**src/rtl/mem_access_unit_pkg.sv**
```systemverilog
// rtl/mem_access_unit_pkg.sv - shared size codes, state encodings and alignment helper
// Purpose: constants and types used by mem_access_unit and mem_lane_align.
package mem_access_unit_pkg;

  // funct3 access size/sign codes
  localparam logic [2:0] F3_B  = 3'b000;
  localparam logic [2:0] F3_H  = 3'b001;
  localparam logic [2:0] F3_W  = 3'b010;
  localparam logic [2:0] F3_BU = 3'b100;
  localparam logic [2:0] F3_HU = 3'b101;

  typedef enum logic [1:0] {
    IDLE = 2'd0,
    WAIT = 2'd1,
    ERR  = 2'd2
  } unit_state_t;

  // Bytes are never misaligned; halves need bit 0 clear; everything else is
  // treated as a word and needs both low bits clear.
  function automatic logic is_misaligned(input logic [2:0] f3, input logic [1:0] lo);
    logic mis;
    case (f3)
      F3_B, F3_BU: mis = 1'b0;
      F3_H, F3_HU: mis = lo[0];
      default:     mis = (lo != 2'b00);
    endcase
    return mis;
  endfunction

endpackage

```
**src/rtl/mem_access_unit_if.sv**
```systemverilog
// rtl/mem_access_unit_if.sv - ready/valid memory bus between the access unit and memory
// Purpose: bundles the memory request/response signals.
// Ports (master = access unit, slave = memory):
//   mem_req, mem_we, mem_addr, mem_wdata, mem_be : master -> slave
//   mem_ready, mem_rdata                          : slave -> master
interface mem_access_unit_if #(
  parameter int ADDR_W = 32,
  parameter int DATA_W = 32
);
  logic                mem_req;
  logic                mem_we;
  logic [ADDR_W-1:0]   mem_addr;
  logic [DATA_W-1:0]   mem_wdata;
  logic [DATA_W/8-1:0] mem_be;
  logic                mem_ready;
  logic [DATA_W-1:0]   mem_rdata;

  modport master (
    output mem_req, mem_we, mem_addr, mem_wdata, mem_be,
    input  mem_ready, mem_rdata
  );

  modport slave (
    input  mem_req, mem_we, mem_addr, mem_wdata, mem_be,
    output mem_ready, mem_rdata
  );
endinterface

```
**src/rtl/mem_lane_align.sv**
```systemverilog
// rtl/mem_lane_align.sv - byte-lane steering for stores and load extraction/extension
// Purpose: combinational; shared by the store and load paths of mem_access_unit.
// Ports:
//   funct3     in  access size/sign
//   lane       in  byte offset within the word (addr[1:0])
//   store_data in  raw store value
//   load_data  in  raw word returned by memory
//   be         out byte enables
//   wdata      out store value replicated into every lane of its size
//   load_val   out selected byte/half/word, sign- or zero-extended
module mem_lane_align
  import mem_access_unit_pkg::*;
(
  input  logic [2:0]  funct3,
  input  logic [1:0]  lane,
  input  logic [31:0] store_data,
  input  logic [31:0] load_data,
  output logic [3:0]  be,
  output logic [31:0] wdata,
  output logic [31:0] load_val
);

  logic [31:0] shifted;
  logic        sext;

  always_comb begin
    shifted  = load_data >> {lane, 3'b000};
    // funct3[2] marks the unsigned variants
    sext     = ~funct3[2];
    be       = 4'b1111;
    wdata    = store_data;
    load_val = load_data;
    case (funct3)
      F3_B, F3_BU: begin
        be       = 4'b0001 << lane;
        wdata    = {4{store_data[7:0]}};
        load_val = {{24{sext & shifted[7]}}, shifted[7:0]};
      end
      F3_H, F3_HU: begin
        be       = 4'b0011 << lane;
        wdata    = {2{store_data[15:0]}};
        load_val = {{16{sext & shifted[15]}}, shifted[15:0]};
      end
      default: begin
        be       = 4'b1111;
        wdata    = store_data;
        load_val = load_data;
      end
    endcase
  end

endmodule

```
**src/rtl/mem_access_unit.sv**
```systemverilog
// rtl/mem_access_unit.sv - control-unit to variable-latency memory access adapter
// Purpose: turns MemRead/MemWrite/IorD/IRWrite into a ready/valid memory
// transaction, loads inst_reg / mdr on read completion and stalls the control
// unit with busy until the access finishes.
// Ports:
//   clk, reset (async, active-low)
//   mem_read, mem_write, i_or_d, ir_write, pc, alu_out, store_data, funct3 : control unit
//   mem (mem_access_unit_if.master) : memory bus
//   inst_reg, mdr            : fetched instruction / extended load data
//   busy, misaligned         : combinational status to the control unit
//   timeout_err              : sticky, set when memory never answers
module mem_access_unit
  import mem_access_unit_pkg::*;
#(
  parameter int ADDR_W   = 32,
  parameter int DATA_W   = 32,
  parameter int MAX_WAIT = 15
) (
  input  logic                     clk,
  input  logic                     reset,
  input  logic                     mem_read,
  input  logic                     mem_write,
  input  logic                     i_or_d,
  input  logic                     ir_write,
  input  logic [ADDR_W-1:0]        pc,
  input  logic [ADDR_W-1:0]        alu_out,
  input  logic [DATA_W-1:0]        store_data,
  input  logic [2:0]               funct3,
  mem_access_unit_if.master        mem,
  output logic [DATA_W-1:0]        inst_reg,
  output logic [DATA_W-1:0]        mdr,
  output logic                     busy,
  output logic                     misaligned,
  output logic                     timeout_err
);

  localparam int CNT_W = $clog2(MAX_WAIT + 1);
  localparam logic [CNT_W-1:0] CNT_LAST = CNT_W'(MAX_WAIT - 1);

  unit_state_t state, next_state;

  logic              start;
  logic [ADDR_W-1:0] eff_addr;
  logic [2:0]        eff_f3;
  logic              req_mis;

  logic [ADDR_W-1:0] hold_addr;
  logic [DATA_W-1:0] hold_sd;
  logic [2:0]        hold_f3;
  logic              hold_we;
  logic              hold_ir;

  logic [ADDR_W-1:0] sel_addr;
  logic [DATA_W-1:0] sel_sd;
  logic [2:0]        sel_f3;
  logic              sel_we;
  logic              sel_ir;

  logic [3:0]        al_be;
  logic [31:0]       al_wdata;
  logic [31:0]       al_load;

  logic              done;
  logic [CNT_W-1:0]  wait_cnt;

  // Fetches are always word accesses regardless of whatever funct3 is on the bus.
  assign start    = mem_read | mem_write;
  assign eff_addr = i_or_d ? alu_out : pc;
  assign eff_f3   = i_or_d ? funct3 : F3_W;
  assign req_mis  = start & is_misaligned(eff_f3, eff_addr[1:0]);

  // While waiting, the control unit's inputs are ignored and the captured
  // request drives both the bus and the completion path.
  always_comb begin
    sel_addr = eff_addr;
    sel_sd   = store_data;
    sel_f3   = eff_f3;
    sel_we   = mem_write;
    sel_ir   = ir_write;
    if (state == WAIT) begin
      sel_addr = hold_addr;
      sel_sd   = hold_sd;
      sel_f3   = hold_f3;
      sel_we   = hold_we;
      sel_ir   = hold_ir;
    end
  end

  mem_lane_align u_align (
    .funct3     (sel_f3),
    .lane       (sel_addr[1:0]),
    .store_data (sel_sd),
    .load_data  (mem.mem_rdata),
    .be         (al_be),
    .wdata      (al_wdata),
    .load_val   (al_load)
  );

  // State register
  always_ff @(posedge clk or negedge reset) begin
    if (!reset) state <= IDLE;
    else        state <= next_state;
  end

  // Next-state logic
  always_comb begin
    next_state = state;
    case (state)
      IDLE: if (start && !req_mis && !mem.mem_ready) next_state = WAIT;
      WAIT: begin
        if (mem.mem_ready)          next_state = IDLE;
        else if (wait_cnt == CNT_LAST) next_state = ERR;
      end
      ERR:     next_state = ERR;
      default: next_state = IDLE;
    endcase
  end

  // Outputs; everything combinational is forced low while reset is held so
  // the bus goes quiet the instant reset asserts.
  always_comb begin
    mem.mem_req   = 1'b0;
    mem.mem_we    = 1'b0;
    mem.mem_addr  = '0;
    mem.mem_wdata = '0;
    mem.mem_be    = '0;
    busy          = 1'b0;
    misaligned    = 1'b0;
    done          = 1'b0;
    if (reset) begin
      case (state)
        IDLE: begin
          mem.mem_req   = start & ~req_mis;
          mem.mem_we    = start & ~req_mis & mem_write;
          mem.mem_addr  = {sel_addr[ADDR_W-1:2], 2'b00};
          mem.mem_wdata = al_wdata;
          mem.mem_be    = al_be;
          misaligned    = req_mis;
          busy          = start & ~req_mis & ~mem.mem_ready;
          done          = start & ~req_mis & mem.mem_ready;
        end
        WAIT: begin
          mem.mem_req   = 1'b1;
          mem.mem_we    = hold_we;
          mem.mem_addr  = {sel_addr[ADDR_W-1:2], 2'b00};
          mem.mem_wdata = al_wdata;
          mem.mem_be    = al_be;
          busy          = ~mem.mem_ready;
          done          = mem.mem_ready;
        end
        ERR:     busy = 1'b1;
        default: busy = 1'b0;
      endcase
    end
  end

  // Hold registers, result registers, wait counter and sticky timeout
  always_ff @(posedge clk or negedge reset) begin
    if (!reset) begin
      hold_addr   <= '0;
      hold_sd     <= '0;
      hold_f3     <= F3_W;
      hold_we     <= 1'b0;
      hold_ir     <= 1'b0;
      inst_reg    <= '0;
      mdr         <= '0;
      wait_cnt    <= '0;
      timeout_err <= 1'b0;
    end else begin
      if (state == IDLE && next_state == WAIT) begin
        hold_addr <= eff_addr;
        hold_sd   <= store_data;
        hold_f3   <= eff_f3;
        hold_we   <= mem_write;
        hold_ir   <= ir_write;
      end
      if (done) begin
        wait_cnt <= '0;
        if (!sel_we) begin
          if (sel_ir) inst_reg <= mem.mem_rdata;
          else        mdr      <= al_load;
        end
      end else if (state == WAIT) begin
        wait_cnt <= wait_cnt + 1'b1;
        if (wait_cnt == CNT_LAST) timeout_err <= 1'b1;
      end
    end
  end

endmodule

```
**src/flat_wrapper.sv**
```systemverilog
// flat-port wrapper written by rule: the top's interface ports become plain ports
module mem_access_unit_flat import mem_access_unit_pkg::*;
#(
  parameter int ADDR_W   = 32,
  parameter int DATA_W   = 32,
  parameter int MAX_WAIT = 15
)
  (clk, reset, mem_read, mem_write, i_or_d, ir_write, pc, alu_out, store_data, funct3, inst_reg, mdr, busy, misaligned, timeout_err, mem_mem_req, mem_mem_we, mem_mem_addr, mem_mem_wdata, mem_mem_be, mem_mem_ready, mem_mem_rdata);
  mem_access_unit_if #(.ADDR_W(ADDR_W), .DATA_W(DATA_W)) mem_i ();
  input  logic clk;
  input  logic reset;
  input  logic mem_read;
  input  logic mem_write;
  input  logic i_or_d;
  input  logic ir_write;
  input  logic [ADDR_W-1:0] pc;
  input  logic [ADDR_W-1:0] alu_out;
  input  logic [DATA_W-1:0] store_data;
  input  logic [2:0] funct3;
  output logic [DATA_W-1:0] inst_reg;
  output logic [DATA_W-1:0] mdr;
  output logic busy;
  output logic misaligned;
  output logic timeout_err;
  output wire logic [$bits(mem_i.mem_req)-1:0] mem_mem_req;
  output wire logic [$bits(mem_i.mem_we)-1:0] mem_mem_we;
  output wire logic [$bits(mem_i.mem_addr)-1:0] mem_mem_addr;
  output wire logic [$bits(mem_i.mem_wdata)-1:0] mem_mem_wdata;
  output wire logic [$bits(mem_i.mem_be)-1:0] mem_mem_be;
  input wire logic [$bits(mem_i.mem_ready)-1:0] mem_mem_ready;
  input wire logic [$bits(mem_i.mem_rdata)-1:0] mem_mem_rdata;
  assign mem_mem_req = mem_i.mem_req;
  assign mem_mem_we = mem_i.mem_we;
  assign mem_mem_addr = mem_i.mem_addr;
  assign mem_mem_wdata = mem_i.mem_wdata;
  assign mem_mem_be = mem_i.mem_be;
  assign mem_i.mem_ready = mem_mem_ready;
  assign mem_i.mem_rdata = mem_mem_rdata;
  mem_access_unit #(.ADDR_W(ADDR_W), .DATA_W(DATA_W), .MAX_WAIT(MAX_WAIT)) u_core (.clk(clk), .reset(reset), .mem_read(mem_read), .mem_write(mem_write), .i_or_d(i_or_d), .ir_write(ir_write), .pc(pc), .alu_out(alu_out), .store_data(store_data), .funct3(funct3), .mem(mem_i), .inst_reg(inst_reg), .mdr(mdr), .busy(busy), .misaligned(misaligned), .timeout_err(timeout_err));
endmodule
```
**config.mk**
```make
export PLATFORM = sky130hd
export DESIGN_NAME = mem_access_unit_flat
export DESIGN_NICKNAME = d
export VERILOG_FILES = /design/src/rtl/mem_access_unit_pkg.sv /design/src/rtl/mem_access_unit_if.sv /design/src/rtl/mem_lane_align.sv /design/src/rtl/mem_access_unit.sv /design/src/flat_wrapper.sv
export SDC_FILE = /design/constraint.sdc
export NUM_CORES = 1
export LEC_CHECK = 0
export ABC_AREA = 1
export CELL_PAD_IN_SITES_DETAIL_PLACEMENT = 0
export CELL_PAD_IN_SITES_GLOBAL_PLACEMENT = 1
export CORE_MARGIN = 4
export CORE_UTILIZATION = 44
export DETAILED_ROUTE_END_ITERATION = 8
export DONT_BUFFER_PORTS = 1
export GPL_TIMING_DRIVEN = 0
export PLACE_DENSITY_LB_ADDON = 0.2
export SETUP_SLACK_MARGIN = 0.15
export SLEW_MARGIN = 20
export SYNTH_ARGS = -nofsm -noshare
export SYNTH_HDL_FRONTEND = slang
export SYNTH_HIERARCHICAL = 1
export SYNTH_SLANG_ARGS = --single-unit
export TNS_END_PERCENT = 5
```
**constraint.sdc**
```tcl
create_clock -name clk -period 2.87 [get_ports clk]
set_input_delay 0.574 -clock clk [delete_from_list [all_inputs] [get_ports clk]]
set_output_delay 0.574 -clock clk [all_outputs]
set_load 0.05 [all_outputs]
```
---- After elaboration in Yosys (flattened, before gate mapping) ----
Index checks and enable logic that the tools add are counted.
storage, ports and cells
  flip-flop bits (word level) ............. 140
  bits of input ports ..................... 138
  output and inout bits ................... 137
cells by class
  add/sub/neg operators ................... 1
  eq/ne operators ......................... 10
  shifts and indexed selects .............. 3
  mux-type cells .......................... 33
  bitwise operators ....................... 14
  reductions and logical operators ........ 18
operators by type and width
  kind                   number
  $mux W32               7
  $pmux W32 S2           2
  $shr A32 B5 Y16        1
  $mux W4                4
  $eq A3 B3 Y1 const B   4
  $reduce_or A2 Y1       5
  $reduce_and A3 Y1      3
  $mux W1                8
  $pmux W1 S2            4
  $pmux W4 S2            1
  $and A1 B1 Y1          7
  $eq A3 B1 Y1 const B   2
  $logic_not A3 Y1       2
  $mux W2                3
  $mux W3                2
  $not A1 Y1             6
  $pmux W2 S3            1
  $add A4 B1 Y4 const B  1
  $eq A2 B1 Y1 const B   2
  $eq A4 B4 Y1 const B   1
  $reduce_bool A2 Y1     2
  $shl A1 B2 Y4 const A  1
  $shl A2 B2 Y4 const A  1
  $logic_and A1 B1 Y1    3
  5 further kinds        6

---- Longest topological paths before layout ----
  word-level depth ........................ 12
  gate-level depth with buffers ........... 18
  gate-level depth less buffers ........... 14

---- By module ----
The synthesis kept the hierarchy.
by module, submodules not included
  module           times used  cells each  area an instance (um2)
  mem_access_unit  1           1003        7362.1
  mem_lane_align   1           255         1194.9

---- Least setup slack after synthesis ----
No wires, ideal clock.
  kind .................................... input -> output
  from .................................... input port i_or_d
  to ...................................... output port mem_mem_be[3]
  data arrival time ....................... 2.727 ns
  path slack .............................. -0.431 ns
  stages on the path ...................... 10
  buffers on the path ..................... 2
  cell sequence ........................... buf_4 > clkbuf_1 > nand2_1 > o21ai_0 > nand2_4 > inv_4 > nor2_1 > o21ai_0 > nand2_1 > nor2_1
on the way
  longest elaborated chain between the ends .. 7
RTL lines
  element                                     line                    source
  start: declaration                          flat_wrapper.sv:14      input logic i_or_d;
  $mux W3 *                                   mem_access_unit.sv:69   assign eff_f3 = i_or_d ? funct3 : F3_W;
  $mux W3 *                                   mem_access_unit.sv:80   if (state == WAIT) begin
  named net u_core.sel_f3[0]                  mem_access_unit.sv:55   logic [2:0] sel_f3;
  $eq A3 B1 Y1, or another cell as far along  mem_lane_align.sv:33    case (funct3)
  $reduce_or A2 Y1                            mem_lane_align.sv:33
  $pmux W4 S2 *                               mem_lane_align.sv:33
  named net u_core.al_be[3]                   mem_access_unit.sv:59   logic [3:0] al_be;
  $mux W4 *                                   mem_access_unit.sv:131  case (state)
  $mux W4 *                                   mem_access_unit.sv:130  if (reset) begin
  end: declaration                            flat_wrapper.sv:29      output wire logic [$bits(mem_i.mem_be)-1:0] mem_mem_be;
Mark *: on every way through the listed nets, which the timed path passes. The rest lies on a longest branch.

---- Worst setup path after layout ----
  from .................................... register u_core.state[0]
  to ...................................... output port mem_mem_wdata[11]
on the way
  longest elaborated chain between the ends .. 7
RTL lines
  element                                     line                    source
  start: declaration                          mem_access_unit.sv:40   unit_state_t state, next_state;
  start signal: assignment                    mem_access_unit.sv:102  else state <= next_state;
  $eq A2 B1 Y1 *                              mem_access_unit.sv:80
  $mux W3 *                                   mem_access_unit.sv:80
  named net u_core.sel_f3[0]                  mem_access_unit.sv:55
  $eq A3 B1 Y1, or another cell as far along  mem_lane_align.sv:33
  $reduce_or A2 Y1                            mem_lane_align.sv:33
  $pmux W32 S2 *                              mem_lane_align.sv:33
  named net u_core.al_wdata[11]               mem_access_unit.sv:60   logic [31:0] al_wdata;
  $mux W32 *                                  mem_access_unit.sv:131
  $mux W32 *                                  mem_access_unit.sv:130
  end: declaration                            flat_wrapper.sv:28      output wire logic [$bits(mem_i.mem_wdata)-1:0] mem_mem_wdata;
Marked as above.

==> summary.md <==
| Metric | Value |
|---|---|
| CTS H-tree lvls | `4` |
| Hold Fails Final Rpt | `139` |
| Min-Delay Path Class | `in2async` |
| Final WS setup | `-0.161 ns` |
| Die area | `21700 µm²` |
| R2R Path End | `u_core/mdr[15]` |
| Top fanout value on the critical path | `7` |
| Reg-to-reg slack, setup | `0.50 ns` |
| Clock buffer depth | `2` |
| WP data required | `2.30 ns` |
| Design area | `10400 µm²` |
| Port bufs | `0` |
| Cell variety after synth | `34` |
| Failing checks | `hold timing, setup timing` |
| Minimum clock period | `3.03 ns` |
| CP bufs+invs | `4` |
| Post-synth top flop | `dfrtp_1` |
| Gr usage total | `0.268` |
| Reg-to-Reg Start | `u_core/state[1]` |
| Crit share post-route | `1.06` |
| Routability cong. | `0.886` |
| Pin count of the biggest net entering global routing | `144` |
| Finish-stage setup viols | `31` |
| Row count | `50` |
| Area of the mapped netlist | `8560 µm²` |
| 1st-iter DRT viols | `689` |
| Final nets | `1444` |
| RSZ-0062 raised after global routing | `true` |
| WS Path Type | `reg2out` |
| Worst-margin pin slew | `1.15 ns` |
| Most frequent CP cell | `nor2_4` |
| Clk slew on worst S/H paths | `0.06 ns` |
| Number of global-route vias before repair | `8135` |
| Skew-Pair Late Insertion Delay | `0.43 ns` |
| Critical Path AT | `2.46 ns` |
| Setup crit end kind | `output port` |
| Initial core utilization | `0.453` |
| Gate power share | `0.329` |
| Max-slew violations | `0` |
| Cell Pwr Density | `981 nW/µm²` |
| Synthesis Warnings | `6` |
| Drt via density | `5.41` |
| Sequential share of power | `0.451` |
| Seq cells post-synth | `140` |
| Total Wirelength | `29.9 mm` |
| Power Total | `10.2 mW` |
| Worst-path cell chain | `nand2_4 > inv_6 > buf_8 > clkbuf_16 > o21ai_4 > nor2_4 > buf_2 > o21ai_0 > nand2_1 > nor2_4` |
| LEAKAGE | `5.30 nW` |
| R2R depth | `19` |
| Dpl cell area | `9170 µm²` |
| Initial antenna violation count | `0` |
| Clock Root Buffer | `clkbuf_16` |
| Final hold slack | `-0.158 ns` |
| Sw frac | `0.488` |
| CTS tree | `yes` |
| Die width | `147 µm` |
| Clock skew after layout | `0.00627 ns` |
| Max cap viols | `0` |
| Post-Synthesis Cells | `1258` |
| Sink Count | `140` |
| Avg Inst Size Synth | `6.80 µm²` |
| Internal Power | `5.22 mW` |
| DRT antenna net count | `0` |
| Ratio of cells with drive above 1 in the final layout | `0.188` |
| CP startpoint kind | `flop` |
| Worst path max stage delay | `0.45 ns` |
| Area Overhead vs Synth | `21.6%` |
| Worst path slowest cell | `dfrtp_2` |
| Switching power | `4.98 mW` |
| Worst VDD drop | `0.000479 V` |
| DR vias | `8524` |
| Core area | `18900 µm²` |
| Status | `finished with violations` |
| TritonCTS Buffers | `17` |
| Diode count | `0` |
| Number of synthesized flops with an enable pin | `0` |
| Seq/Total Area, Yosys | `0.410` |
| First-pass GRT wire length | `45.9 mm` |
| Relative slew slack | `0.234` |
| CP top delay family | `simple AND/OR/NAND/NOR gates` |
| Critical Path Stages | `10` |
| TritonRoute pass-1 iters | `5` |
| DP HPWL | `22.3 mm` |
| Avg WL per Cell | `19.0 µm` |
| GRT overflow | `0` |
| Fmax | `330 MHz` |
| Final Util | `0.551` |
| Die H | `147 µm` |
| DRC viols | `0` |
| Clk network pwr share | `0.220` |
| Fraction of registers with async set/reset | `1.00` |
| I/O Pins | `275` |
what timing repair did:
action                                  CTS  global route
gates cloned                              1             0
buffers inserted                         23             1
endpoints found under the setup margin  102            67
endpoints found under the hold margin   139           139
pin swaps                                15            18
resized for setup                       115            36
metrics by stage:
| step | setup TNS (ns) | instances | setup slack, ns |
|---|---|---|---|
| finish | -2.98 | 1577 | -0.161 |
| global route | -6.75 | 1577 | -0.265 |
| CTS | -3.63 | 1576 | -0.146 |
| detailed placement | -44.92 | 1520 | -1.13 |
| global placement | -35.70 | 1519 | -0.911 |
| floorplan | -0.245 | 1259 | -0.0386 |
cell families after synthesis:
group	after synthesis	synth area share
AO/OA/AOI/OAI	187	0.117
XOR/XNOR	1	0.00102
other	1	0.000438
buffers and inverters	208	0.113
flip-flops	140	0.410
adder cells (fa/ha/maj)	2	0.00292
AND/OR/NAND/NOR	719	0.355
worst max path at each step:
stage                    startpoint                 to  slack (ns)
floorplan           u_core/state[0]  mem_mem_wdata[24]       -0.04
global placement    u_core/state[0]  mem_mem_wdata[24]       -0.91
detailed placement  u_core/state[0]  mem_mem_wdata[24]       -1.13
CTS                 u_core/state[0]   mem_mem_wdata[8]       -0.15
global route        u_core/state[0]  mem_mem_wdata[26]       -0.26
finish              u_core/state[0]  mem_mem_wdata[11]       -0.16
Yosys cell counts (2+ instances only):
cell type	n	area, µm²
nand2_1	527	1980
dfrtp_1	139	3480
o21ai_0	101	505
inv_1	99	372
nand4_1	66	413
nand3_1	56	280
nor2_1	52	195
clkbuf_1	33	124
o21ai_1	31	155
a21oi_1	28	140
buf_4	21	158
buf_2	20	100
buf_1	15	56.3
o31ai_1	12	90.1
buf_6	11	124
inv_2	8	30.0
o211ai_1	8	60.1
nor2_2	4	25.0
nor2_4	4	45.0
a31oi_1	3	18.8
nand3_2	3	30.0
ha_1	2	25.0
nand2_2	2	12.5
nand4_2	2	25.0
o21ai_2	2	17.5
cell usage in the layout (no fill, tap or decap), types with 4 or more instances in the layout:
cell type	instances
o211ai_1	8
inv_1	87
buf_6	20
nor2_1	13
o21ai_1	39
nand2_1	518
clkinv_4	4
buf_1	8
o31ai_2	12
nand4_1	66
inv_2	16
nand2_2	10
a21oi_4	5
a21oi_1	21
o21ai_0	83
nor2_2	4
nor2_4	43
buf_4	43
nand3_1	56
buf_2	17
clkbuf_1	24
clkbuf_2	4
clkbuf_16	18
o21ai_2	10
dfrtp_1	138
inv_6	5
per-layer routing:
layer | track usage | routed length (µm) | part of all wire | vias up
li1 | - | - | - | 4113
met1 | 0.341 | 12200 | 0.41 | 4010
met2 | 0.439 | 14200 | 0.48 | 350
met3 | 0.0825 | 2740 | 0.091 | 51
met4 | 0.0829 | 745 | 0.025 | 0
met5 | 0 | 0 | 0 | -
layout make-up:
| cell class | count | area [µm²] |
|---|---|---|
| clock buffer | 18 | 439 |
| fill | 1886 | 8490 |
| clock inverter | 14 | 161 |
| sequential | 140 | 3510 |
| buffer | 100 | 722 |
| inverter | 108 | 430 |
| timing repair buffer | 26 | 213 |
| multi-input combinational | 911 | 4610 |
| tap | 260 | 325 |
power by group through the flow:
stage | Sequential (mW) | Clock, mW | Combinational [mW]
after floorplan | 4.49 | 0 | 2.46
after global placement | 4.62 | 0 | 2.94
after detailed placement | 4.65 | 0 | 3.02
after CTS | 4.62 | 2.30 | 3.28
after global routing | 4.71 | 2.38 | 3.69
final | 4.61 | 2.25 | 3.35
(Power assumes the default switching activity.)
